File: src/rtl/rf_scoreboard_pkg.sv
// Shared decode-stage types for the register-file scoreboard.
// Holds register index types, architectural constants and the issue request bundle.
package rf_scoreboard_pkg;

  localparam int NUM_ARCH_REGS = 32;

  typedef logic [4:0] reg_idx_t;

  localparam reg_idx_t REG_ZERO = 5'd0;

  typedef struct packed {
    reg_idx_t rs1;
    reg_idx_t rs2;
    logic     use_rs1;
    logic     use_rs2;
    reg_idx_t rd;
    logic     we;
  } issue_req_t;

endpackage

File: src/rtl/rf_pending_counter.sv
// Saturating up/down pending-write counter for one architectural register.
// Simultaneous inc and dec cancel; clr wins over both.
module rf_pending_counter #(
  parameter int CNT_W = 2
) (
  input  logic clk,
  input  logic rst_n,
  input  logic inc,
  input  logic dec,
  input  logic clr,
  output logic nonzero,
  output logic at_max
);

  logic [CNT_W-1:0] count;

  assign nonzero = (count != '0);
  assign at_max  = (count == {CNT_W{1'b1}});

  always_ff @(posedge clk) begin
    if (!rst_n) begin
      count <= '0;
    end else if (clr) begin
      count <= '0;
    end else if (inc && !dec && !at_max) begin
      count <= count + CNT_W'(1);
    end else if (dec && !inc && nonzero) begin
      count <= count - CNT_W'(1);
    end
  end

endmodule

File: src/rtl/rf_scoreboard.sv
// Decode-stage register-file hazard controller: tracks in-flight writes per register,
// stalls issue on RAW, per-register saturation or global in-flight limit, and gates RF reads.
module rf_scoreboard
  import rf_scoreboard_pkg::*;
#(
  parameter int NUM_REGS     = NUM_ARCH_REGS,
  parameter int CNT_W        = 2,
  parameter int MAX_INFLIGHT = 8,
  localparam int INF_W       = $clog2(MAX_INFLIGHT + 1)
) (
  input  logic                clk,
  input  logic                rst_n,
  input  logic                issue_valid,
  input  logic [4:0]          issue_rs1,
  input  logic [4:0]          issue_rs2,
  input  logic                issue_use_rs1,
  input  logic                issue_use_rs2,
  input  logic [4:0]          issue_rd,
  input  logic                issue_we,
  output logic                issue_stall,
  output logic                issue_fire,
  output logic                rf_read_en,
  input  logic                wb_valid,
  input  logic [4:0]          wb_rd,
  input  logic                flush,
  output logic [NUM_REGS-1:0] busy,
  output logic [INF_W-1:0]    inflight,
  output logic                err_wb_unexpected
);

  issue_req_t          req;
  logic [NUM_REGS-1:0] sat;
  logic                raw;
  logic                waw_sat;
  logic                full;
  logic                alloc;
  logic                ret;
  logic                wb_unexpected;

  assign req = '{rs1: issue_rs1, rs2: issue_rs2, use_rs1: issue_use_rs1,
                 use_rs2: issue_use_rs2, rd: issue_rd, we: issue_we};

  // RAW looks only at registered busy; a writeback this cycle does not bypass.
  assign raw = (req.use_rs1 && (req.rs1 != REG_ZERO) && busy[req.rs1]) ||
               (req.use_rs2 && (req.rs2 != REG_ZERO) && busy[req.rs2]);

  assign waw_sat = req.we && (req.rd != REG_ZERO) && sat[req.rd];
  assign full    = req.we && (req.rd != REG_ZERO) && (inflight == INF_W'(MAX_INFLIGHT));

  assign issue_stall = issue_valid && (raw || waw_sat || full);
  assign issue_fire  = issue_valid && !issue_stall;
  assign rf_read_en  = issue_fire;

  assign alloc         = issue_fire && req.we && (req.rd != REG_ZERO);
  assign ret           = wb_valid && (wb_rd != REG_ZERO) && busy[wb_rd];
  assign wb_unexpected = wb_valid && (wb_rd != REG_ZERO) && !busy[wb_rd];

  // x0 is hardwired zero, so it gets no counter and can never look busy.
  assign busy[0] = 1'b0;
  assign sat[0]  = 1'b0;

  for (genvar i = 1; i < NUM_REGS; i++) begin : g_cnt
    rf_pending_counter #(
      .CNT_W (CNT_W)
    ) u_cnt (
      .clk     (clk),
      .rst_n   (rst_n),
      .inc     (alloc && (req.rd == reg_idx_t'(i))),
      .dec     (ret && (wb_rd == reg_idx_t'(i))),
      .clr     (flush),
      .nonzero (busy[i]),
      .at_max  (sat[i])
    );
  end

  always_ff @(posedge clk) begin
    if (!rst_n) begin
      inflight <= '0;
    end else if (flush) begin
      inflight <= '0;
    end else if (alloc && !ret) begin
      inflight <= inflight + INF_W'(1);
    end else if (ret && !alloc) begin
      inflight <= inflight - INF_W'(1);
    end
  end

  // Sticky until reset; flush does not hide a protocol error.
  always_ff @(posedge clk) begin
    if (!rst_n) begin
      err_wb_unexpected <= 1'b0;
    end else if (wb_unexpected) begin
      err_wb_unexpected <= 1'b1;
    end
  end

endmodule

File: config.mk
export PLATFORM = sky130hd
export DESIGN_NAME = rf_scoreboard
export DESIGN_NICKNAME = d
export VERILOG_FILES = /design/src/rtl/rf_scoreboard_pkg.sv /design/src/rtl/rf_pending_counter.sv /design/src/rtl/rf_scoreboard.sv
export SDC_FILE = /design/constraint.sdc
export NUM_CORES = 1
export LEC_CHECK = 0
export ABC_AREA = 1
export BUFFER_PORTS_ARGS = -buffer_cell sky130_fd_sc_hd__buf_2
export CAP_MARGIN = 20
export CORE_MARGIN = 2
export CORE_UTILIZATION = 60
export CTS_CLUSTER_DIAMETER = 80
export DETAILED_ROUTE_END_ITERATION = 12
export HOLD_SLACK_MARGIN = 0.08
export PLACE_DENSITY = 0.81
export SLEW_MARGIN = 20
export SYNTH_ARGS = -nofsm -noshare
export SYNTH_HDL_FRONTEND = slang
export SYNTH_SLANG_ARGS = --single-unit
File: constraint.sdc
create_clock -name clk -period 8.9 [get_ports clk]
set_input_delay 1.78 -clock clk [delete_from_list [all_inputs] [get_ports clk]]
set_output_delay 1.78 -clock clk [all_outputs]
set_load 0.02 [all_outputs]
==> out/results.ini <==
[run]
maxCapViolCount=0

[critical_path]
start_kind=input pin
required_ns=7.12
worstPathMaxFanout=22
end_kind=output pin
startpoint=issue_rd[4]
r2r_cells=20
worstReg2RegStart=g_cnt[4].u_cnt.count[0]$_SDFFE_PP0P_
worstSetupPathType=in -> out
worstPathArrival_ns=4.25

[grt]
grt_max_degree=68
grt_util_all_layers_pct=35.2
grt_antenna_before_repair=1
grt_pass1_vias=6230
grt_pass1_wl_um=30600
grt_overflow=0

[sta]
finClkSkew_ns=0.00850
holdWs_ns=0.467
max_clock_freq_mhz=166
setup_violations=0
worst_pin_slew_ns=0.804
period_share_pct=67.8
tns_ns=0
fin_crit_ns=6.03
relSlewSlack_pct=46.3
slew_violations=0
rsz0062_at_grt=no
hold_viol_final=0

[worst_hold_path]
worstHoldPathCells=1
hold_path.class=reg -> reg
min-delay-start=err_wb_unexpected$_SDFFE_PN0P_

[routing]
wire_per_inst_um=15.2
vias=7164
drt.antenna.violating_nets=0
drtPass1Iterations=8
drt_iter0_drc=787
drc_errors=0
vias_per_cell=5.65
wirelength_um=19300

[clock_network]
cts_resized=0
cts_hold_buf=0
cts_made_buffers=9
cts_tree=done
post-cts-setup-buffer-count=0
cts-root-buf=clkbuf_8
htree_num_levels=3
cts_buffer_depth=2
cts.clk_slew.worst_paths_ns=0.07
clock_sinks=67
insertion_delay_ns=0.36

[place]
placed_area_um2=6130
port_buffers=66
place_inst=1255
place.detailed.hpwl_um=14400
place_congestion=1.07

[layout]
n_antenna_cell=0
final_area_um2=6280
nNetsFinal=1165
syn2layout_area_growth_pct=4.11
drive_above_1_share_pct=8.63
mostFrequentLayoutCells=369 x nand2_1, 166 x inv_1, 157 x nand3_1, 123 x nor2_1, 67 x dfxtp_1
layout_commonest_cell=nand2_1
final_cells=1269

[die]
die_w_um=104
ios=68
rows=36
die_area_um2=10900
core_area_um2=9770
die_h_um=104
start_util_pct=61.7

[yosys]
seq_area_frac_synth_pct=22.2
synth_cell_types=32
synth_area_leader_cell=nand2_1
syn_nets=1150
synth-warning-count=0
synth_seq_cells=67
synthCells=1118
synth_top_area_share_pct=23.0
syn_avg_cell_area_um2=5.39
syn_area_um2=6030
synth_area_leaders=nand2_1 23%, dfxtp_1 22%, nand3_1 13%

[power_and_ir_drop]
pwr_density_cell_nw_per_um2=105
total_power_uw=662
p_leak_uw=0.00326
vdd_drop_max_mv=0.0751

[status]
outcome=finished, final reports clean

-- registers in the layout (all words and copies together), names as in the netlist --
register and cells:
inflight 4, g_cnt.u_cnt.count 62, err_wb_unexpected 1
-- path summary, 6_finish.rpt --
kind / slack [ns] / endpoint
max: 2.87 / issue_fire
max reg2reg: 5.87 / inflight[3]$_SDFFE_PP0P_
min: 0.47 / err_wb_unexpected$_SDFFE_PN0P_
min reg2reg: 0.47 / err_wb_unexpected$_SDFFE_PN0P_
-- power by group --
part	internal [uW]	switching [uW]	leakage, uW	total, uW
sequential	302	2.17	0.000540	304
combinational	37.3	104	0.00264	141
clock	96.1	120	0.0000815	216
total	435	227	0.00326	662
-- stage by stage --
step / utilization [%] / setup WS, ns
floorplan: - / 3.61
global placement: 62.7 / 3.00
detailed placement: 62.7 / 2.98
CTS: 64.2 / 2.96
global route: 64.2 / 2.74
finish: 64.2 / 2.87
-- critical path, cell delays in order --
cell and delay (ns):
buf_2 0.31, clkinv_1 0.54, nand3_1 0.24, nand2_1 0.12, inv_1 0.61, nand2_2 0.15
nand3_1 0.16, nor2_1 0.14, buf_2 0.19
-- routing by layer --
layer	part of all wire (%)	global-route usage, %	up-vias
li1	-	-	3525
met1	42	47.7	3165
met5	0.057	0	-
met4	4.1	15.7	2
met2	42	53.9	404
met3	12	7.08	68
-- cell families after synthesis --
kind of cell / share of synthesized area, %
AND/OR/NAND/NOR: 51.0
buffers and inverters: 18.0
AO/OA/AOI/OAI: 7.39
flip-flops: 22.2
adder cells (fa/ha/maj): 0.954
XOR/XNOR: 0.436
other: 0.0622
-- final cells by class --
cell class | count | area [um^2]
Clock inverter | 4 | 20.0
Clock buffer | 10 | 128
Inverter | 177 | 664
Multi-Input combinational cell | 810 | 3610
Tap cell | 133 | 166
Fill cell | 999 | 3500
Timing Repair Buffer | 68 | 345
Sequential cell | 67 | 1340
-- synthesized netlist by cell type (all sizes together) --
library cell and instances:
o21bai 1, nand3b 1, o211ai 4, nor3 15, a21oi 56, inv 171
o22ai 2, nand4 41, clkbuf 13, ha 3, o21a 1, buf 51
xor2 3, a211oi 1, nor2 131, dfxtp 67, nand2 371, nand3 158
clkinv 6, conb 1, o21ai 20, fa 1
(Power assumes the default switching activity.)
